### src/rtl/beep_sched_if.sv
// rtl/beep_sched_if.sv - request/status bundle between the game FSM and the buzzer scheduler
//
// Purpose: groups the sound-request inputs and buzzer/status outputs of
// beep_sched so they travel as one port.
// Signals:
//   mute       master->slave  synchronous silence/flush
//   req[3:0]   master->slave  one-cycle request pulses, bit k = sound id k
//   beep       slave->master  buzzer drive
//   busy       slave->master  a sound is in an on or off phase
//   active_id  slave->master  id being played, holds when idle
//   done[3:0]  slave->master  completion pulse per id
//   abort[3:0] slave->master  preemption pulse per id

interface beep_sched_if;
    logic       mute;
    logic [3:0] req;
    logic       beep;
    logic       busy;
    logic [1:0] active_id;
    logic [3:0] done;
    logic [3:0] abort;

    modport master (
        output mute, req,
        input  beep, busy, active_id, done, abort
    );

    modport slave (
        input  mute, req,
        output beep, busy, active_id, done, abort
    );
endinterface

### src/rtl/beep_sched.sv
// rtl/beep_sched.sv - priority arbiter and burst sequencer for the shared board buzzer
//
// Purpose: latches request pulses from four sound sources (0 key click,
// 1 timeout, 2 wrong guess, 3 victory), grants the highest pending id, and
// plays it as a square-wave tone gated into timed on/off bursts. A higher id
// pending while a sound plays preempts it immediately.
// Ports:
//   clk  system clock
//   rst  synchronous active-high reset
//   bus  beep_sched_if.slave: mute, req in; beep, busy, active_id, done, abort out
// Timing parameters are packed per id: HALF_PER[16k+:16], ON_TICKS[8k+:8],
// OFF_TICKS[8k+:8], BURSTS[4k+:4]; zero half-period/on/bursts read as one.

module beep_sched #(
    parameter int          TICK_DIV  = 50000,
    parameter logic [63:0] HALF_PER  = {16'd12500, 16'd25000, 16'd50000, 16'd20000},
    parameter logic [31:0] ON_TICKS  = {8'd150, 8'd200, 8'd250, 8'd30},
    parameter logic [31:0] OFF_TICKS = {8'd100, 8'd50, 8'd50, 8'd0},
    parameter logic [15:0] BURSTS    = {4'd3, 4'd2, 4'd1, 4'd1}
) (
    input  logic clk,
    input  logic rst,
    beep_sched_if.slave bus
);

    localparam int TW = (TICK_DIV > 1) ? $clog2(TICK_DIV) : 1;

    typedef enum logic [1:0] {S_IDLE, S_ON, S_OFF} state_t;

    state_t        state_q, state_d;
    logic [3:0]    pending_q, pending_d;
    logic          beep_q, beep_d;
    logic          busy_q, busy_d;
    logic [1:0]    active_id_q, active_id_d;
    logic [3:0]    done_q, done_d;
    logic [3:0]    abort_q, abort_d;
    logic [3:0]    burst_q, burst_d;
    logic [15:0]   tone_q, tone_d;
    logic [TW-1:0] tick_q, tick_d;
    logic [7:0]    phase_q, phase_d;

    logic [15:0] hp_len;
    logic [7:0]  on_len;
    logic [7:0]  off_len;
    logic [3:0]  bursts_n;
    logic        grant_any;
    logic [1:0]  grant_id;
    logic        preempt;
    logic [3:0]  ign_mask;
    logic        tick_wrap;

    always_comb begin
        // Per-id timing for the sound currently owning the buzzer.
        hp_len   = HALF_PER[{active_id_q, 4'b0000} +: 16];
        on_len   = ON_TICKS[{active_id_q, 3'b000} +: 8];
        off_len  = OFF_TICKS[{active_id_q, 3'b000} +: 8];
        bursts_n = BURSTS[{active_id_q, 2'b00} +: 4];
        if (hp_len == 16'd0)  hp_len = 16'd1;
        if (on_len == 8'd0)   on_len = 8'd1;
        if (bursts_n == 4'd0) bursts_n = 4'd1;

        grant_any = |pending_q;
        if (pending_q[3])      grant_id = 2'd3;
        else if (pending_q[2]) grant_id = 2'd2;
        else if (pending_q[1]) grant_id = 2'd1;
        else                   grant_id = 2'd0;

        preempt   = busy_q && grant_any && (grant_id > active_id_q);
        // A retrigger of the sound already playing is dropped, not queued.
        ign_mask  = busy_q ? (4'b0001 << active_id_q) : 4'b0000;
        tick_wrap = (tick_q == TW'(TICK_DIV - 1));

        state_d     = state_q;
        pending_d   = pending_q;
        beep_d      = beep_q;
        busy_d      = busy_q;
        active_id_d = active_id_q;
        done_d      = 4'b0000;
        abort_d     = 4'b0000;
        burst_d     = burst_q;
        tone_d      = tone_q;
        tick_d      = tick_q;
        phase_d     = phase_q;

        if (bus.mute) begin
            state_d   = S_IDLE;
            pending_d = 4'b0000;
            beep_d    = 1'b0;
            busy_d    = 1'b0;
            burst_d   = 4'd0;
            tone_d    = 16'd0;
            tick_d    = '0;
            phase_d   = 8'd0;
        end else begin
            pending_d = pending_q | (bus.req & ~ign_mask);
            if (((state_q == S_IDLE) && grant_any) || preempt) begin
                if (preempt) abort_d[active_id_q] = 1'b1;
                pending_d[grant_id] = 1'b0;
                state_d     = S_ON;
                beep_d      = 1'b1;
                busy_d      = 1'b1;
                active_id_d = grant_id;
                burst_d     = 4'd1;
                tone_d      = 16'd0;
                tick_d      = '0;
                phase_d     = 8'd0;
            end else begin
                case (state_q)
                    S_ON: begin
                        if (tick_wrap && (phase_q == on_len - 8'd1)) begin
                            // Every phase restarts its tick count from zero.
                            tick_d  = '0;
                            phase_d = 8'd0;
                            tone_d  = 16'd0;
                            if (burst_q < bursts_n) begin
                                if (off_len != 8'd0) begin
                                    state_d = S_OFF;
                                    beep_d  = 1'b0;
                                end else begin
                                    burst_d = burst_q + 4'd1;
                                    beep_d  = 1'b1;
                                end
                            end else begin
                                state_d = S_IDLE;
                                beep_d  = 1'b0;
                                busy_d  = 1'b0;
                                done_d[active_id_q] = 1'b1;
                            end
                        end else begin
                            if (tick_wrap) begin
                                tick_d  = '0;
                                phase_d = phase_q + 8'd1;
                            end else begin
                                tick_d = tick_q + TW'(1);
                            end
                            if (tone_q == hp_len - 16'd1) begin
                                beep_d = ~beep_q;
                                tone_d = 16'd0;
                            end else begin
                                tone_d = tone_q + 16'd1;
                            end
                        end
                    end
                    S_OFF: begin
                        if (tick_wrap && (phase_q == off_len - 8'd1)) begin
                            state_d = S_ON;
                            burst_d = burst_q + 4'd1;
                            beep_d  = 1'b1;
                            tone_d  = 16'd0;
                            tick_d  = '0;
                            phase_d = 8'd0;
                        end else if (tick_wrap) begin
                            tick_d  = '0;
                            phase_d = phase_q + 8'd1;
                        end else begin
                            tick_d = tick_q + TW'(1);
                        end
                    end
                    default: ;
                endcase
            end
        end
    end

    always_ff @(posedge clk) begin
        if (rst) begin
            state_q     <= S_IDLE;
            pending_q   <= 4'b0000;
            beep_q      <= 1'b0;
            busy_q      <= 1'b0;
            active_id_q <= 2'd0;
            done_q      <= 4'b0000;
            abort_q     <= 4'b0000;
            burst_q     <= 4'd0;
            tone_q      <= 16'd0;
            tick_q      <= '0;
            phase_q     <= 8'd0;
        end else begin
            state_q     <= state_d;
            pending_q   <= pending_d;
            beep_q      <= beep_d;
            busy_q      <= busy_d;
            active_id_q <= active_id_d;
            done_q      <= done_d;
            abort_q     <= abort_d;
            burst_q     <= burst_d;
            tone_q      <= tone_d;
            tick_q      <= tick_d;
            phase_q     <= phase_d;
        end
    end

    assign bus.beep      = beep_q;
    assign bus.busy      = busy_q;
    assign bus.active_id = active_id_q;
    assign bus.done      = done_q;
    assign bus.abort     = abort_q;

endmodule

### src/flat_wrapper.sv
// flat-port wrapper written by rule: the top's interface ports become plain ports
module beep_sched_flat 
#(
    parameter int          TICK_DIV  = 50000,
    parameter logic [63:0] HALF_PER  = {16'd12500, 16'd25000, 16'd50000, 16'd20000},
    parameter logic [31:0] ON_TICKS  = {8'd150, 8'd200, 8'd250, 8'd30},
    parameter logic [31:0] OFF_TICKS = {8'd100, 8'd50, 8'd50, 8'd0},
    parameter logic [15:0] BURSTS    = {4'd3, 4'd2, 4'd1, 4'd1}
)
  (clk, rst, bus_mute, bus_req, bus_beep, bus_busy, bus_active_id, bus_done, bus_abort);
  beep_sched_if bus_i ();
  input  logic clk;
  input  logic rst;
  input wire logic [$bits(bus_i.mute)-1:0] bus_mute;
  input wire logic [$bits(bus_i.req)-1:0] bus_req;
  output wire logic [$bits(bus_i.beep)-1:0] bus_beep;
  output wire logic [$bits(bus_i.busy)-1:0] bus_busy;
  output wire logic [$bits(bus_i.active_id)-1:0] bus_active_id;
  output wire logic [$bits(bus_i.done)-1:0] bus_done;
  output wire logic [$bits(bus_i.abort)-1:0] bus_abort;
  assign bus_i.mute = bus_mute;
  assign bus_i.req = bus_req;
  assign bus_beep = bus_i.beep;
  assign bus_busy = bus_i.busy;
  assign bus_active_id = bus_i.active_id;
  assign bus_done = bus_i.done;
  assign bus_abort = bus_i.abort;
  beep_sched #(.TICK_DIV(TICK_DIV), .HALF_PER(HALF_PER), .ON_TICKS(ON_TICKS), .OFF_TICKS(OFF_TICKS), .BURSTS(BURSTS)) u_core (.clk(clk), .rst(rst), .bus(bus_i));
endmodule
### config.mk
export PLATFORM = sky130hd
export DESIGN_NAME = beep_sched_flat
export DESIGN_NICKNAME = d
export VERILOG_FILES = /design/src/rtl/beep_sched_if.sv /design/src/rtl/beep_sched.sv /design/src/flat_wrapper.sv
export SDC_FILE = /design/constraint.sdc
export NUM_CORES = 1
export LEC_CHECK = 0
export ABC_AREA = 1
export CORE_ASPECT_RATIO = 1.25
export CORE_MARGIN = 5
export CORE_UTILIZATION = 45
export CTS_CLUSTER_DIAMETER = 80
export CTS_CLUSTER_SIZE = 16
export DETAILED_ROUTE_END_ITERATION = 10
export SYNTH_ARGS = -nofsm -noshare
export SYNTH_HDL_FRONTEND = slang
export SYNTH_SLANG_ARGS = --single-unit
### constraint.sdc
create_clock -name clk -period 3.1 [get_ports clk]
set_clock_uncertainty 0.2 [all_clocks]
set_input_delay 0.31 -clock clk [delete_from_list [all_inputs] [get_ports clk]]
set_output_delay 0.31 -clock clk [all_outputs]
set_load 0.02 [all_outputs]
==> results of run 1 <==
==> critical path, cell delays in order, from the launching register on <==
cell	delay, ns
dfxtp_1	0.49
inv_1	0.21
ha_1	0.33
inv_2	0.12
ha_1	0.24
xor2_1	0.14
nand3b_1	0.11
nor2_2	0.19
nand3_4	0.12
nand2_4	0.10
o21ai_2	0.07
nand2_2	0.26
nor2_1	0.08
==> cell usage after synthesis (3+ instances only) <==
| cell | n | area, um^2 |
|---|---|---|
| o21ai_1 | 3 | 15.01 |
| nand2_1 | 152 | 570.6 |
| nand2_2 | 4 | 25.02 |
| a21oi_1 | 25 | 125.1 |
| nor3_1 | 24 | 120.1 |
| o21ai_0 | 14 | 70.07 |
| nand3_2 | 3 | 30.03 |
| inv_2 | 7 | 26.28 |
| nor2_2 | 9 | 56.30 |
| nand4_1 | 14 | 87.58 |
| ha_1 | 19 | 237.7 |
| inv_1 | 74 | 277.8 |
| xnor2_1 | 5 | 43.79 |
| xor2_1 | 18 | 157.7 |
| nor2_1 | 84 | 315.3 |
| dfxtp_1 | 62 | 1241 |
| nor3b_1 | 3 | 22.52 |
| buf_6 | 4 | 45.04 |
| nand3_1 | 36 | 180.2 |
==> metal layers <==
layer	share of wire	wire (um)	track usage
met4	0.026	256	0.08189
met5	0	0	0
met2	0.48	4728	0.3212
met1	0.45	4451	0.2406
met3	0.035	346	0.04734
==> power groups by stage <==
stage	logic, mW	clock network [mW]	registers, mW
after floorplan	0.239	0	0.845
after global placement	0.320	0	0.839
after detailed placement	0.322	0	0.840
after CTS	0.324	0.855	0.822
after global routing	0.362	0.878	0.824
final	0.322	0.828	0.822
==> logic make-up (layout without fill, tap and decap cells) <==
logic type / Yosys count / in the layout / synth area share
xor+xnor: 23 / 23 / 0.05114
flops: 62 / 62 / 0.3151
compound gates: 57 / 57 / 0.08863
simple gates: 342 / 342 / 0.3891
fa+ha+maj: 19 / 19 / 0.06036
buf+inv: 90 / 121 / 0.09562
==> through the flow <==
| stage | util | cell area [um^2] | instances | power, mW |
|---|---|---|---|---|
| 4_1_cts | 0.5199 | 4474 | 744 | 2.001 |
| 3_3_place_gp | 0.4927 | 4240 | 728 | 1.160 |
| 5_1_grt | 0.5199 | 4474 | 744 | 2.064 |
| 6_report | 0.5199 | 4474 | 744 | 1.972 |
| 3_5_place_dp | 0.4927 | 4240 | 728 | 1.163 |
| 2_1_floorplan | - | 3939 | 593 | 1.084 |
==> final timing paths <==
path                                             start                              to  depth (start not counted)
setup reg to reg  u_core.bus.active_id[0]$_SDFFE_PP0P_   u_core.tone_q[8]$_SDFFE_PP0P_                         12
hold / removal          u_core.state_q[1]$_SDFFE_PP0P_  u_core.state_q[1]$_SDFFE_PP0P_                          2
hold reg to reg         u_core.state_q[1]$_SDFFE_PP0P_  u_core.state_q[1]$_SDFFE_PP0P_                          2
setup / recovery  u_core.bus.active_id[0]$_SDFFE_PP0P_   u_core.tone_q[8]$_SDFFE_PP0P_                         12
==> cell type report <==
class,instances,area [um^2]
fillers,876,4131
multi-input cells,441,2321
flip-flops and latches,62,1241
inverters,82,310.3
repair buffers,23,217.7
clock buffers,13,168.9
well taps,120,150.1
clock inverters,3,65.06
==> sequential cells by signal (all words and copies together) (netlist names), 2 cells and up <==
signal,flops
u_core.tick_q,16
u_core.phase_q,8
u_core.bus.abort,4
u_core.burst_q,4
u_core.bus.done,4
u_core.bus.active_id,2
u_core.state_q,2
u_core.tone_q,16
u_core.pending_q,4
==> flow_metrics.env, run 1 <==
export IMPL_mostFrequentLayoutCell="nand2_1"
export IMPL_overflow=0
export IMPL_num_vias=3706
export IMPL_clk_path_buf_depth=2
export IMPL_synthCells=593
export IMPL_yosysWarnings=0
export IMPL_antenna_left=0
export IMPL_outcome="completed"
export IMPL_hold_viol=0
export IMPL_cts_sinks=62
export IMPL_pwr_share_seq=0.417
export IMPL_grt_usage=0.1946
export IMPL_swShare=0.2716
export IMPL_grt_pass1_vias=3509
export IMPL_worst_ep_required_time_ns=3.14
export IMPL_postCtsSetupBuffers=0
export IMPL_power_density_nw_per_um2=440.7
export IMPL_slew_viol_final=0
export IMPL_slew_headroom=0.6202
export IMPL_port_buffers=18
export IMPL_ios=19
export IMPL_pre_cts_slack_ns=0.3198
export IMPL_totalWireLength_um=9783
export IMPL_row_count=38
export IMPL_post_route_period_util=0.9001
export IMPL_p_leak_nw=1.789
export IMPL_hpwl_um=7576
export IMPL_drc=0
export IMPL_antenna_found_initial=0
export IMPL_layout_common_cells="152 x nand2_1, 84 x nor2_1, 74 x inv_1"
export IMPL_yosysSeqAreaShare=0.3151
export IMPL_synthDistinctLibCells=45
export IMPL_start_util=0.4577
export IMPL_via_per_inst=4.981
export IMPL_holdCritPathClass="reg2reg"
export IMPL_rsz0062_at_grt="false"
export IMPL_coreArea_um2=8606
export IMPL_worstPathArrival_ns=2.83
export IMPL_area_growth_pct=13.60
export IMPL_netlist_area_um2=3939
export IMPL_syn_area_per_cell_um2=6.642
export IMPL_drive_gt1_frac=0.09135
export IMPL_power_frac_comb=0.163
export IMPL_cts_root_buf="clkbuf_8"
export IMPL_intPower_mw=1.436
export IMPL_cp_end_kind="flop"
export IMPL_grt_max_degree=15
export IMPL_tightest_slew_ns=0.5690
export IMPL_fin_crit_ns=2.790
export IMPL_post_cts_resized=0
export IMPL_die_area_um2=10740
export IMPL_dr_pass1_iters=5
export IMPL_crit_type="reg2reg"
export IMPL_antenna_cells=0
export IMPL_cts_max_level=3
export IMPL_ir_drop_uv=300.0
export IMPL_synth_nets=619
export IMPL_synth_edff_count=0
export IMPL_cp_max_fo=12
export IMPL_r2r_slack_ns=0.31
export IMPL_grt_pass1_wl_um=16350
export IMPL_hold_ws_ns=0.2865
export IMPL_die_width_um=93.68
export IMPL_drt_initial_drc_count=217
export IMPL_clkTransAtPathRegs_ns=0.06
export IMPL_gp_congestion=0.9210
export IMPL_final_nets=645
export IMPL_post_route_worst_setup_slack_ns=0.3098
export IMPL_cts_made_buffers=9
export IMPL_cap_violations=0
export IMPL_die_h_um=114.6
export IMPL_clock_fmax_mhz=358.4
export IMPL_synthArstFlopShare=0
export IMPL_finalSetupTns_ns=0
export IMPL_post_drt_wl_per_cell_um=13.15
export IMPL_cp_start_kind="flop"
export IMPL_clock_power_share=0.420
export IMPL_clk_latency_ns=0.36
export IMPL_cts_hold_fix_buffers=0
export IMPL_cts_tree="yes"
export IMPL_yosys_most_used_dff="dfxtp_1"
export IMPL_synth_seq_cells=62
export IMPL_setup_viol=0
export IMPL_switchingPower_mw=0.5356
Note: power is estimated with default switching activity, not from simulation.
==> run 2, diff against run 1 <==
--- a/config.mk
+++ b/config.mk
@@ -12,6 +12,7 @@
 export CTS_CLUSTER_DIAMETER = 80
 export CTS_CLUSTER_SIZE = 16
 export DETAILED_ROUTE_END_ITERATION = 10
+export SLEW_MARGIN = 40
 export SYNTH_ARGS = -nofsm -noshare
 export SYNTH_HDL_FRONTEND = slang
 export SYNTH_SLANG_ARGS = --single-unit
==> results of run 2 <==
No change in the layout: final DEF, timing and power equal those of run 1.
==> run 3, diff against run 2 <==
--- a/config.mk
+++ b/config.mk
@@ -6,12 +6,15 @@
 export NUM_CORES = 1
 export LEC_CHECK = 0
 export ABC_AREA = 1
+export CELL_PAD_IN_SITES_DETAIL_PLACEMENT = 1
+export CELL_PAD_IN_SITES_GLOBAL_PLACEMENT = 1
 export CORE_ASPECT_RATIO = 1.25
 export CORE_MARGIN = 5
-export CORE_UTILIZATION = 45
+export CORE_UTILIZATION = 40
 export CTS_CLUSTER_DIAMETER = 80
 export CTS_CLUSTER_SIZE = 16
 export DETAILED_ROUTE_END_ITERATION = 10
+export PLACE_DENSITY_LB_ADDON = 0.1
 export SLEW_MARGIN = 40
 export SYNTH_ARGS = -nofsm -noshare
 export SYNTH_HDL_FRONTEND = slang
==> constraint.sdc (replaced) <==
create_clock -name clk -period 3.1 [get_ports clk]
set_clock_uncertainty 0.2 [all_clocks]
set_input_delay 0.62 -clock clk [delete_from_list [all_inputs] [get_ports clk]]
set_output_delay 0.62 -clock clk [all_outputs]
set_load 0.02 [all_outputs]
==> run 3 against run 2 <==
  * Sequential share of layout area fell by 0.46 points
  * Non-clock buffer count rose by 2
  * Clock-buffer cell count fell by 1
==> flow_metrics.env, run 3 (synthesis results as in run 1) <==
export IMPL_start_util=0.4099
export IMPL_grt_max_degree=13
export IMPL_drc=0
export IMPL_cts_max_level=3
export IMPL_switchingPower_mw=0.6148
export IMPL_die_h_um=120.9
export IMPL_clk_latency_ns=0.34
export IMPL_r2r_slack_ns=0.31
export IMPL_layout_common_cells="151 x nand2_1, 84 x nor2_1, 74 x inv_1"
export IMPL_coreArea_um2=9609
export IMPL_hold_ws_ns=0.2996
export IMPL_fin_crit_ns=2.790
export IMPL_outcome="completed"
export IMPL_worst_ep_required_time_ns=3.12
export IMPL_port_buffers=18
export IMPL_crit_cells=13
export IMPL_pre_cts_slack_ns=0.2710
export IMPL_overflow=0
export IMPL_worstRegToRegCells=13
export IMPL_cp_start_kind="flop"
export IMPL_cap_violations=0
export IMPL_postCtsSetupBuffers=0
export IMPL_setup_viol=0
export IMPL_area_growth_pct=15.50
export IMPL_clock_fmax_mhz=358.5
export IMPL_post_drt_wl_per_cell_um=15.93
export IMPL_fillers=1272
export IMPL_hold_viol=0
export IMPL_die_width_um=98.76
export IMPL_clkTransAtPathRegs_ns=0.06
export IMPL_hold_start="u_core.burst_q[3]$_SDFFE_PP0P_"
export IMPL_critPathBufInv=3
export IMPL_antenna_left=0
export IMPL_ios=19
export IMPL_antenna_found_initial=0
export IMPL_top_regs="u_core.tick_q (16), u_core.tone_q (16), u_core.phase_q (8)"
export IMPL_multi_input_area_um2=2323
export IMPL_cp_cell_sequence="inv_1 -> ha_1 -> inv_2 -> nand2_1 -> nand2_1 -> nand2_1 -> nor2_1 -> nand3_2 -> a21oi_4 -> buf_4 -> o21ai_2 -> nand2_2 -> nor2_1"
export IMPL_holdPathStages=2
export IMPL_drive_gt1_frac=0.09265
export IMPL_routed_top_layer="met4"
export IMPL_rsz0062_at_grt="false"
export IMPL_max_stage_delay_ns=0.47
export IMPL_final_nets=647
export IMPL_intPower_mw=1.543
export IMPL_post_route_period_util=0.8999
export IMPL_crit_family="simple AND/OR/NAND/NOR gates"
export IMPL_holdCritPathClass="reg2reg"
export IMPL_wl_met3_um=279
export IMPL_post_cts_resized=0
export IMPL_slew_headroom=0.7379
export IMPL_cp_end_kind="flop"
export IMPL_finalSetupTns_ns=0
export IMPL_cts_sinks=62
export IMPL_antenna_cells=0
export IMPL_grt_pass1_vias=4078
export IMPL_p_leak_nw=1.815
export IMPL_grt_pass1_wl_um=19980
export IMPL_cp_slowest_cell="dfxtp_1"
export IMPL_pwr_share_seq=0.382
export IMPL_via_per_inst=5.138
export IMPL_cts_made_buffers=9
export IMPL_hpwl_um=9468
export IMPL_mostFrequentLayoutCell="nand2_1"
export IMPL_power_frac_comb=0.157
export IMPL_slew_viol_final=0
export IMPL_wl_met2_um=6248
export IMPL_cts_root_buf="clkbuf_16"
export IMPL_clk_path_buf_depth=2
export IMPL_wl_met1_um=5110
export IMPL_ir_drop_uv=290.2
export IMPL_cp_startpoint="u_core.bus.active_id[1]$_SDFFE_PP0P_"
export IMPL_cp_max_fo=12
export IMPL_r2r_end="u_core.tone_q[8]$_SDFFE_PP0P_"
export IMPL_regArea_um2=1241
export IMPL_drt_initial_drc_count=126
export IMPL_die_area_um2=11940
export IMPL_power_total_mw=2.158
export IMPL_post_route_worst_setup_slack_ns=0.3104
export IMPL_gp_congestion=0.8484
export IMPL_power_density_nw_per_um2=474.4
export IMPL_num_vias=3864
export IMPL_dr_pass1_iters=4
export IMPL_crit_end="u_core.tone_q[8]$_SDFFE_PP0P_"
export IMPL_crit_top_cell="nand2_1"
export IMPL_reg2reg_from="u_core.bus.active_id[1]$_SDFFE_PP0P_"
export IMPL_tightest_slew_ns=0.3927
export IMPL_cts_hold_fix_buffers=0
export IMPL_grt_usage=0.2101
export IMPL_cts_tree="yes"
export IMPL_crit_type="reg2reg"
export IMPL_totalWireLength_um=11980
export IMPL_worstPathArrival_ns=2.81
export IMPL_swShare=0.2849
export IMPL_clock_power_share=0.461
export IMPL_row_count=40
[run 3: changes by cell type in the layout (fill, tap and decap cells not counted), sizes merged]
cell      before  now
clkinv         1    2
clkbuf        13   12
clkinvlp       0    1
bufinv         2    1
buf            5    7
[run 3: per-layer routing]
metal	global-route usage	up-vias
met5	0	-
met4	0.08284	0
met3	0.03680	22
met2	0.3803	41
met1	0.2426	1856
li1	-	1945
[run 3: worst reg2reg max path: stages (launching register included)]
cell,delay (ns)
dfxtp_1,0.47
inv_1,0.19
ha_1,0.44
inv_2,0.12
nand2_1,0.06
nand2_1,0.09
nand2_1,0.07
nor2_1,0.12
nand3_2,0.12
a21oi_4,0.14
buf_4,0.21
o21ai_2,0.09
nand2_2,0.27
nor2_1,0.09
[run 3: area by class of cell]
cell class / count / area share
Sequential cell: 62 / 0.2728
Multi-Input combinational cell: 441 / 0.5107
Inverter: 82 / 0.06821
Timing Repair Buffer: 25 / 0.05116
Clock buffer: 12 / 0.05198
Tap cell: 126 / 0.03465
Clock inverter: 4 / 0.01045
[run 3: worst min path at each step]
| stage | slack, ns | endpoint |
|---|---|---|
| after global placement | 0.28 | u_core.state_q[1]$_SDFFE_PP0P_ |
| after CTS | 0.30 | u_core.burst_q[3]$_SDFFE_PP0P_ |
| final | 0.30 | u_core.burst_q[3]$_SDFFE_PP0P_ |
| after floorplan | 0.26 | u_core.state_q[1]$_SDFFE_PP0P_ |
| after detailed placement | 0.29 | u_core.burst_q[3]$_SDFFE_PP0P_ |
| after global routing | 0.33 | u_core.burst_q[3]$_SDFFE_PP0P_ |
[run 3: through the flow]
stage / utilization / instance area [um^2] / std cells
6_report: 0.4734 / 4549 / 752
5_1_grt: 0.4734 / 4549 / 752
4_1_cts: 0.4732 / 4547 / 752
3_5_place_dp: 0.4436 / 4263 / 736
3_3_place_gp: 0.4436 / 4263 / 736
2_1_floorplan: - / 3939 / 593
[run 3: power by group through the flow]
stage / sequential, mW / clock [mW] / combinational (mW)
2_1_floorplan: 0.845 / 0 / 0.239
3_3_place_gp: 0.840 / 0 / 0.329
3_5_place_dp: 0.841 / 0 / 0.339
4_1_cts: 0.824 / 1.02 / 0.342
5_1_grt: 0.826 / 1.05 / 0.383
6_report: 0.824 / 0.996 / 0.339
